$ cat config.mk
export PLATFORM = sky130hd
export DESIGN_NAME = wb_port_arbiter
export DESIGN_NICKNAME = d
export VERILOG_FILES = /design/src/rtl/wb_port_arbiter.sv
export SDC_FILE = /design/constraint.sdc
export NUM_CORES = 1
export LEC_CHECK = 0
export BUFFER_PORTS_ARGS = -buffer_cell sky130_fd_sc_hd__buf_2
export CORE_MARGIN = 2
export CORE_UTILIZATION = 30
export CTS_CLUSTER_DIAMETER = 150
export DETAILED_ROUTE_END_ITERATION = 8
export PLACE_DENSITY = 0.6
export SYNTH_ARGS = -nofsm -noshare
export SYNTH_HDL_FRONTEND = slang
export SYNTH_SLANG_ARGS = --single-unit
$ cat constraint.sdc
create_clock -name clk -period 5.75 [get_ports clk]
set_input_delay 0.575 -clock clk [delete_from_list [all_inputs] [get_ports clk]]
set_output_delay 0.575 -clock clk [all_outputs]
set_load 0.01 [all_outputs]
$ cat src/rtl/wb_port_arbiter.sv
// Register-file write-port arbiter: pipeline writeback wins, multi-cycle results queue.
// Optional WB_FWD_EN forwards the youngest queued result for a matching read address.
module wb_port_arbiter #(
    parameter int DATA_W     = 32,
    parameter int ADDR_W     = 5,
    parameter int DEPTH      = 2,
    parameter int STARVE_LIM = 4
) (
    input  logic              clk,
    input  logic              rst,
    input  logic              wb_wreg,
    input  logic [ADDR_W-1:0] wb_wd,
    input  logic [DATA_W-1:0] wb_wdata,
    input  logic              mc_valid,
    input  logic [ADDR_W-1:0] mc_wd,
    input  logic [DATA_W-1:0] mc_wdata,
    output logic              mc_ready,
    output logic              rf_we,
    output logic [ADDR_W-1:0] rf_waddr,
    output logic [DATA_W-1:0] rf_wdata,
    output logic              stallreq,
    input  logic [ADDR_W-1:0] q_addr,
    output logic              pend_hit,
    output logic              fwd_valid,
    output logic [DATA_W-1:0] fwd_data
);
    localparam int PW = $clog2(DEPTH);
    localparam int CW = PW + 1;
    localparam int SW = $clog2(STARVE_LIM + 1);

    logic [ADDR_W-1:0] q_wd   [DEPTH];
    logic [DATA_W-1:0] q_data [DEPTH];
    logic [PW-1:0]     wr_ptr, rd_ptr;
    logic [CW-1:0]     count, count_nx;
    logic [SW-1:0]     starve_cnt, starve_nx;
    logic              full, empty, pwb, push_acc, push, pop;
    logic              hit_q;
    logic [PW-1:0]     idx;

    assign full     = (count == CW'(DEPTH));
    assign empty    = (count == '0);
    assign mc_ready = !full;
    assign pwb      = wb_wreg && (wb_wd != '0);
    assign push_acc = mc_valid && mc_ready;
    assign push     = push_acc && (mc_wd != '0);
    assign pop      = !pwb && !empty;
    assign count_nx = count + CW'(push) - CW'(pop);

    always_comb begin
        starve_nx = starve_cnt;
        if (count_nx == '0 || pop)
            starve_nx = '0;
        else if (pwb && !empty && starve_cnt < SW'(STARVE_LIM))
            starve_nx = starve_cnt + 1'b1;
    end

    // Scan oldest to youngest so a later match overrides an earlier one.
    always_comb begin
        hit_q    = 1'b0;
        fwd_data = '0;
        idx      = '0;
        for (int i = 0; i < DEPTH; i++) begin
            idx = rd_ptr + PW'(i);
            if (CW'(i) < count && q_wd[idx] == q_addr) begin
                hit_q = 1'b1;
`ifdef WB_FWD_EN
                fwd_data = q_data[idx];
`endif
            end
        end
`ifdef WB_FWD_EN
        if (push && mc_wd == q_addr)
            fwd_data = mc_wdata;
`endif
    end

    assign pend_hit = (q_addr != '0) &&
                      (hit_q || (push && mc_wd == q_addr));

`ifdef WB_FWD_EN
    assign fwd_valid = pend_hit;
`else
    assign fwd_valid = 1'b0;
`endif

    always_ff @(posedge clk) begin
        if (push) begin
            q_wd[wr_ptr]   <= mc_wd;
            q_data[wr_ptr] <= mc_wdata;
        end
    end

    always_ff @(posedge clk or negedge rst) begin
        if (!rst) begin
            wr_ptr     <= '0;
            rd_ptr     <= '0;
            count      <= '0;
            starve_cnt <= '0;
            stallreq   <= 1'b0;
            rf_we      <= 1'b0;
            rf_waddr   <= '0;
            rf_wdata   <= '0;
        end else begin
            if (push)
                wr_ptr <= wr_ptr + 1'b1;
            if (pop)
                rd_ptr <= rd_ptr + 1'b1;
            count      <= count_nx;
            starve_cnt <= starve_nx;
            stallreq   <= (count_nx == CW'(DEPTH)) ||
                          (starve_nx >= SW'(STARVE_LIM));
            if (pwb) begin
                rf_we    <= 1'b1;
                rf_waddr <= wb_wd;
                rf_wdata <= wb_wdata;
            end else if (pop) begin
                rf_we    <= 1'b1;
                rf_waddr <= q_wd[rd_ptr];
                rf_wdata <= q_data[rd_ptr];
            end else begin
                rf_we <= 1'b0;
            end
        end
    end
endmodule

==> qor.yml, run 1 <==
status:
  status: "completed"
timing:
  hold_viol: 0
  max_freq_mhz: 329
  clock-skew-final_ps: 10.1
  period_needed_ps: 3040
  maxSlewHeadroom: 0.213
  rsz0062_at_grt: "false"
  setup_viol: 0
  post-route-period-util: 0.528
  worst_slew_pin_slew_ps: 1180
  slew_viol_final: 0
  tns_ps: 0
clock_tree:
  root_buffer: "clkbuf_16"
  numCtsBuffers: 17
  cts_sinks: 120
  post_cts_buffers: 0
  cts_tree: "yes"
  cts.path.max_buffers: 2
  clk_latency_ps: 410
  htreeDepth: 4
  hold_buffers: 0
  clkTransAtPathRegs_ps: 60
  cts-resized-gates: 0
placed_design:
  dpl.cell_count: 753
  gp_congestion: 0.766
  place.port_buffers: 123
  hpwl_um: 7130
final_layout:
  regArea_um2: 3370
  utilization: 0.382
  nFillCells: 1669
  final_cells: 785
  syn2layout_area_growth_pct: 25.6
  nets: 633
  final_common_cell: "buf_2"
  final_cell_mix: "buf_2 (123), edfxtp_1 (74), dfrtp_1 (45), nand2_1 (44), mux2i_1 (43)"
  num_antenna_cells: 0
  multi_input_area_um2: 1610
  drive_above_1_share: 0.288
setup_path:
  cp.arrival_ps: 2460
  crit_path_max_incr_delay_ps: 590
  start_kind: "flip-flop"
  path_delay_family: "buffers and inverters"
  crit_slowest_cell: "buf_4"
  cp-end-kind: "output pin"
  crit_type: "reg2out"
  cp_max_fo: 43
  critical_path_required_ps: 5180
  critical_path_buf_inv_count: 2
  path_cells: "buf_4 > mux2i_1 > xnor2_1 > nor4_1 > nand4_1 > nand3_1 > buf_2"
  reg2reg_setup_slack_ps: 3480
drt:
  vias_per_cell: 4.38
  drc: 0
  vias: 3438
  routed_wl_um: 10700
  post_drt_wl_per_cell_um: 13.6
  drtIter0Drc: 190
  ant_nets: 0
  drt_first_pass_iters: 4
synthesis:
  ys_warn_count: 0
  synth_area_per_cell_um2: 12.3
  ys_ff_latch: 120
  synth.distinct_cells: 30
  netlist_area_um2: 5200
  synth_cells: 423
  yosysSeqAreaShare: 0.648
grt:
  grt_pass1_vias: 3409
  grt_pass1_wl_um: 16900
  antenna_found_initial: 0
  gr-usage-all-layers: 0.122
  grt_overflow_total: 0
  grt_max_degree: 71
pwr:
  p_leak_nw: 2.83
  worst_ir_drop_vdd_uv: 239
  power_density_nw_per_um2: 510
floorplan:
  rows: 48
  initial_core_util: 0.304
  io_pins: 157
  core_um2: 17100
  fp.dieArea_um2: 18400
  die_h_um: 136
  die_w_um: 136
run:
  drv_cap: 0
min_path:
  hold_path_class: "in2async"
-- cells by family after synthesis --
logic type	share of synthesized area
AOI/OAI and AO/OA	0.0803
xor gates and xnor gates	0.0320
adders and majority gates	0.00721
buffers and inverters	0.0707
DFF	0.648
muxes	0.0827
other	0.000720
and+or+nand+nor	0.0784
-- sequential cells by signal, indices dropped and copies added (netlist names), 2 cells and up --
name	flops
q_wd	10
starve_cnt	3
rf_wdata	32
count	2
q_data	64
rf_waddr	5
-- report_power, final --
part | total (mW) | switching [mW] | internal (mW)
Combinational | 0.966 | 0.594 | 0.372
Sequential | 1.27 | 0.0944 | 1.17
Clock | 1.10 | 0.359 | 0.742
Total | 3.34 | 1.05 | 2.29
-- per-layer routing --
metal  track usage  part of all wire  up-vias
met4        0.0457             0.015        0
li1              -                 -     1671
met1         0.140              0.41     1626
met3        0.0479             0.067       14
met2         0.205              0.51      127
met5             0                 0        -
-- per-stage QoR --
step	hold slack, ps	power, mW	setup slack [ps]	area [µm²]
after CTS	287	3.39	2690	6540
final	268	3.34	2710	6540
after global routing	313	3.55	2530	6540
after global placement	522	2.24	2740	5920
after detailed placement	531	2.27	2630	5920
after floorplan	279	1.97	2900	5330
-- final cells by class --
class,instances,area share
clock inverters,10,0.0230
multi-input cells,278,0.246
repair buffers,127,0.0988
inverters,3,0.00172
clock buffers,22,0.0710
flip-flops and latches,120,0.516
well taps,225,0.0431
-- synthesized netlist by cell type --
library cell   n  area, µm²
nand4_1        3       18.8
ha_1           3       37.5
nand3_1        1       5.00
clkbuf_1      13       48.8
xor2_1         5       43.8
nand2_1       44        165
o211ai_1       1       7.51
o21ai_1       10       50.1
dfrtp_1       46       1150
nand2b_1       1       6.26
buf_4         36        270
nor4_1         2       12.5
o31ai_1        1       7.51
a22oi_1        1       7.51
o21a_1         1       7.51
nor3_1         3       15.0
nor2_2         1       6.26
o21ai_0       32        160
conb_1         1       3.75
or2_2          1       6.26
buf_6          2       22.5
edfxtp_1      74       2220
xnor2_1       14        123
buf_2          3       15.0
or4_1          3       22.5
nor2_1        40        150
inv_1          3       11.3
a21oi_1       34        170
mux2i_1       43        430
a21o_1         1       7.51
-- path summary, 6_finish.rpt --
| check | endpoint | cells past startpoint | start |
|---|---|---|---|
| worst max-delay path | pend_hit | 7 | rd_ptr |
| worst min-delay path | rf_waddr[2] | 2 | rst |
| worst max register to register | starve_cnt[2] | 9 | count[0] |
| worst min register to register | rf_wdata[26] | 2 | rf_wdata[26] |
| max in group asynchronous | rd_ptr | 2 | rst |
| min in group clk | q_data[0][9] | 1 | mc_wdata[9] |
No activity file was read; power rests on OpenSTA's default activity.
==> run 2: changes to the inputs <==
clock period = 2.85 ns   (was 5.75 ns; I/O delays follow)
==> run 2 against run 1 <==
  * Die area did not move
  * Cell area fell by 0.88%
  * Sequential power rose by 100%
  * Hold slack got worse by 200 ps
  * Critical endpoint unchanged
  * Total power rose by 96%
==> qor.yml, run 2 (synthesized netlist as in run 1, its figures left out) <==
floorplan:
  fp.dieArea_um2: 18400  # unchanged
  io_pins: 157  # unchanged
  initial_core_util: 0.304  # unchanged
  die_h_um: 136  # unchanged
  rows: 48  # unchanged
  die_w_um: 136  # unchanged
  core_um2: 17100  # unchanged
clock_tree:
  cts-resized-gates: 0  # unchanged
  clkTransAtPathRegs_ps: 50  # about the same
  clk_latency_ps: 410  # about the same
  htreeDepth: 4  # unchanged
  numCtsBuffers: 17  # unchanged
  cts_sinks: 120  # unchanged
  root_buffer: "clkbuf_16"
  cts_tree: "yes"
  hold_buffers: 0  # unchanged
  cts.path.max_buffers: 2  # unchanged
  post_cts_buffers: 0  # unchanged
min_path:
  hold_path_class: "in2reg"
final_layout:
  fin_area_um2: 6480  # -0.88%
  nets: 633  # unchanged
  nFillCells: 1669  # unchanged
  syn2layout_area_growth_pct: 24.4
  largest_reg_flops: 64  # unchanged
  num_antenna_cells: 0  # unchanged
  final_common_cell: "buf_2"
  final_cell_mix: "buf_2 (123), edfxtp_1 (74), dfrtp_1 (45), nand2_1 (44), mux2i_1 (43)"
  top_regs: "q_data x64, rf_wdata x32, q_wd x10"
  drive_above_1_share: 0.289  # +0.00179
  largest_register: "q_data"
  utilization: 0.378  # -0.00336
setup_path:
  start_kind: "flip-flop"
  critical_path_required_ps: 2570  # -2610 ps
  crit_type: "reg2out"
  cp_max_fo: 11  # -74%
  cp-end-kind: "output pin"
  cp.arrival_ps: 2110  # -350 ps
pwr:
  p_leak_nw: 2.81  # -0.78%
  power_density_nw_per_um2: 1010  # +98%
  worst_ir_drop_vdd_uv: 385  # +61%
grt:
  grt_pass1_wl_um: 17400  # +3.2%
  grt_max_degree: 71  # unchanged
  grt_overflow_total: 0  # unchanged
  grt_pass1_vias: 3520  # +3.3%
  antenna_found_initial: 0  # unchanged
  gr-usage-all-layers: 0.126  # +0.00389
timing:
  slew_viol_final: 0  # unchanged
  post-route-period-util: 0.840
  hold_viol: 0  # unchanged
  worst_slew_pin_slew_ps: 1150  # -22.3 ps
  rsz0062_at_grt: "false"
  period_needed_ps: 2390
  max_freq_mhz: 418
  tns_ps: 0  # unchanged
  setup_viol: 0  # unchanged
  maxSlewHeadroom: 0.230  # +0.0167
  worst_slack_ps: 457  # -2260 ps
  clock-skew-final_ps: 4.70  # -5.37 ps
  finalHoldWorstSlack_ps: 64.5  # -203 ps
drt:
  post_drt_wl_per_cell_um: 14.0  # +3.2%
  drc: 0  # unchanged
  ant_nets: 0  # unchanged
  drt_first_pass_iters: 4  # unchanged
  routed_wl_um: 11000  # +3.2%
  drtIter0Drc: 138  # -27%
  vias_per_cell: 4.44  # +1.4%
  vias: 3486  # +1.4%
placed_design:
  place.port_buffers: 123  # unchanged
  place_ws_ps: 305  # -2330 ps
  hpwl_um: 7370  # +3.4%
  gp_congestion: 0.787  # +2.8%
  place_area_um2: 5920  # unchanged
run:
  drv_cap: 0  # unchanged
status:
  status: "completed"
==> run 2: final cells by class <==
type                    count  area, µm²  area share
clock inverters            10        103      0.0158
multi-input cells         278       1610       0.248
flip-flops and latches    120       3370       0.521
well taps                 225        282      0.0435
inverters                   3       11.3     0.00174
clock buffers              22        454      0.0701
repair buffers            127        646      0.0997
==> run 2: metal layers <==
layer / up-vias / global-route usage / part of all wire
li1: 1677 / - / -
met1: 1668 / 0.147 / 0.42
met2: 124 / 0.213 / 0.51
met3: 17 / 0.0438 / 0.059
met4: 0 / 0.0480 / 0.015
met5: - / 0 / 0
==> run 2: final timing paths <==
path / from / to / slack [ps] / cells past startpoint
hold / removal: mc_wdata[0] / q_data[1][0] / 60 / 1
max in group asynchronous: rst / rd_ptr / 1950 / 1
setup reg to reg: count[1] / q_data[1][14] / 700 / 4
min in group asynchronous: rst / wr_ptr / 110 / 1
setup / recovery: rd_ptr / pend_hit / 460 / 6
hold reg to reg: rf_wdata[26] / rf_wdata[26] / 540 / 2
==> run 2: where the power goes <==
part           total [mW]  switching (mW)  internal, mW
sequential           2.60           0.229          2.37
clock                2.03           0.733          1.30
combinational        1.92            1.17         0.750
==> run 2: stage by stage <==
step | std cells | power [mW]
3_5_place_dp | 753 | 4.59
2_1_floorplan | 455 | 3.97
5_1_grt | 785 | 6.99
3_3_place_gp | 753 | 4.51
6_report | 785 | 6.55
4_1_cts | 785 | 6.64
==> run 2: critical path, cell delays in order (launching register included) <==
cell and delay, ps:
dfrtp_2 550, mux2i_1 350, xnor2_1 100, nor4_1 310
nand4_1 140, nand3_1 120, buf_2 140
==> run 3: changes to the inputs <==
clock period = 2.5 ns   (was 2.85 ns; I/O delays follow)
==> run 3 against run 2 <==
  * Flip-flop and latch count unchanged
  * Utilization is 0.45 points higher
  * Count of clock-buffer cells in the layout decreased by 2
  * Die area did not move
  * Routed wire length down 0.59%
  * Cell area rose by 1.2%
  * Setup slack lost 310 ps
  * Non-clock buffer count increased by 3
  * Total power up 17%
  * Clock skew increased by 6.5 ps
  * Sequential share of layout area decreased by 0.62 points
  * Critical endpoint unchanged
  * Largest power group unchanged
  * Highest routed layer unchanged
==> qor.yml, run 3 (synthesized netlist as in run 1, its figures left out) <==
final_layout:
  syn2layout_area_growth_pct: 25.9
  nets: 636  # +0.47%
  final_cell_mix: "buf_2 (123), edfxtp_1 (74), dfrtp_1 (45), nand2_1 (44), mux2i_1 (41)"
  largest_register: "q_data"
  final_cells: 788  # +0.38%
  drive_above_1_share: 0.291  # +0.00201
  top_regs: "q_data x64, rf_wdata x32, q_wd x10"
  largest_reg_flops: 64  # unchanged
  num_antenna_cells: 0  # unchanged
  final_common_cell: "buf_2"
setup_path:
  critical_path_buf_inv_count: 1  # unchanged
  path_cells: "mux2i_2 > xnor2_1 > nor4_1 > nand4_1 > nand3_1 > buf_2"
  crit_path_max_incr_delay_ps: 550  # about the same
  crit_slowest_cell: "dfrtp_2"
  cp-end-kind: "output pin"
  reg2reg_to: "q_data[1][14]"
  cp_max_fo: 11  # unchanged
  path_delay_family: "simple AND/OR/NAND/NOR gates"
  critical_path_required_ps: 2250  # -320 ps
  reg2regPathDepth: 4  # unchanged
  start_kind: "flip-flop"
  reg2reg_setup_slack_ps: 340  # -360 ps
  reg2reg_from: "count[1]"
  cp.arrival_ps: 2110  # about the same
  crit_type: "reg2out"
grt:
  grt_max_degree: 71  # unchanged
  grt_pass1_wl_um: 17300  # -0.71%
  met2_usage: 0.210  # -0.00281
  grt_overflow_total: 0  # unchanged
  met3_usage: 0.0430  # -0.000748
  use_met1: 0.145  # -0.00209
  grt.busiest_layer: "met2"
  grt_pass1_vias: 3552  # +0.91%
  gr-usage-all-layers: 0.124  # -0.00141
  antenna_found_initial: 0  # unchanged
drt:
  drc: 0  # unchanged
  ant_nets: 0  # unchanged
  routed_wl_um: 11000  # -0.59%
  post_drt_wl_per_cell_um: 13.9  # -0.97%
  vias_per_cell: 4.32  # -2.6%
  drt_first_pass_iters: 4  # unchanged
  vias: 3407  # -2.3%
  drtIter0Drc: 154  # +12%
clock_tree:
  clk_latency_ps: 410  # about the same
  numCtsBuffers: 17  # unchanged
  cts.path.max_buffers: 2  # unchanged
  post_cts_buffers: 0  # unchanged
  cts_tree: "yes"
  cts_sinks: 120  # unchanged
  htreeDepth: 4  # unchanged
  root_buffer: "clkbuf_16"
  clkTransAtPathRegs_ps: 50  # about the same
pwr:
  comb_power_share: 0.287  # -0.006
  power.net_switching_mw: 2.40  # +12%
  worst_ir_drop_vdd_uv: 499  # +30%
  p_seq_frac: 0.387  # -0.010
  p_leak_nw: 2.84  # +1.1%
  power_density_nw_per_um2: 1170  # +15%
  p_int_mw: 5.24  # +19%
  power_mw: 7.64  # +17%
  p_clk_frac: 0.325  # +0.015
  swShare: 0.314  # -0.0118
min_path:
  hold_path_class: "in2reg"
  min_path_cells: 1  # unchanged
  hold_path_end: "q_data[0][29]"
  worstHoldStart: "mc_wdata[29]"
placed_design:
  gp_congestion: 0.826  # +4.9%
  dpl.cell_count: 755  # +0.27%
  hpwl_um: 7420  # +0.70%
  place.port_buffers: 123  # unchanged
timing:
  clock-skew-final_ps: 11.2  # +6.48 ps
  rsz0062_at_grt: "false"
  post-route-period-util: 0.943
  max_freq_mhz: 424
  slew_viol_final: 0  # unchanged
  hold_viol: 0  # unchanged
  finalHoldWorstSlack_ps: 31.1  # -33.4 ps
  worst_slew_pin_slew_ps: 1140  # -19.2 ps
  maxSlewHeadroom: 0.241  # +0.0110
  period_needed_ps: 2360
  setup_viol: 0  # unchanged
floorplan:
  io_pins: 157  # unchanged
  die_h_um: 136  # unchanged
  die_w_um: 136  # unchanged
  core_um2: 17100  # unchanged
  fp.dieArea_um2: 18400  # unchanged
  initial_core_util: 0.304  # unchanged
  rows: 48  # unchanged
status:
  status: "completed"
run:
  drv_cap: 0  # unchanged
## run 3: worst max path at each step
stage | from | to | slack [ps] | depth (start not counted)
finish | rd_ptr | pend_hit | 140 | 6
global route | rd_ptr | pend_hit | 2 | 6
CTS | rd_ptr | pend_hit | 90 | 6
detailed placement | mc_wd[1] | starve_cnt[2] | 50 | 10
global placement | wb_wd[0] | starve_cnt[2] | 170 | 11
floorplan | count[1] | q_data[0][0] | -270 | 3
## run 3: area by class of cell
type	count	area, µm²
clock buffers	20	447
clock inverters	12	155
fillers	1676	10600
inverters	3	11.3
multi-input cells	278	1620
flip-flops and latches	120	3370
well taps	225	282
repair buffers	130	671
## run 3: timing repair
action	CTS	global route
endpoints found under the setup margin	0	1
gates resized for setup	0	2
hold endpoints to repair	16	0
hold buffers	1	0
## run 3: metal layers
layer | share of wire | vias to the layer above
met4 | 0.014 | 0
met2 | 0.51 | 110
met3 | 0.054 | 12
met1 | 0.42 | 1607
li1 | - | 1678
met5 | 0 | -
## run 3: power groups by stage
| stage | clock network (mW) | logic, mW | registers [mW] |
|---|---|---|---|
| after detailed placement | 0 | 2.22 | 2.99 |
| after global placement | 0 | 2.18 | 2.97 |
| after floorplan | 0 | 1.51 | 3.02 |
| after global routing | 2.64 | 2.49 | 3.02 |
| after CTS | 2.55 | 2.24 | 2.96 |
| final | 2.49 | 2.20 | 2.96 |
## run 3: through the flow
step	TNS, ps	util	cell area (µm²)	setup WS (ps)
2_1_floorplan	-20240	-	5330	-273
3_3_place_gp	0	0.347	5940	166
3_5_place_dp	0	0.347	5940	54.8
4_1_cts	0	0.383	6550	88.4
5_1_grt	0	0.383	6560	1.57
6_report	0	0.383	6560	143
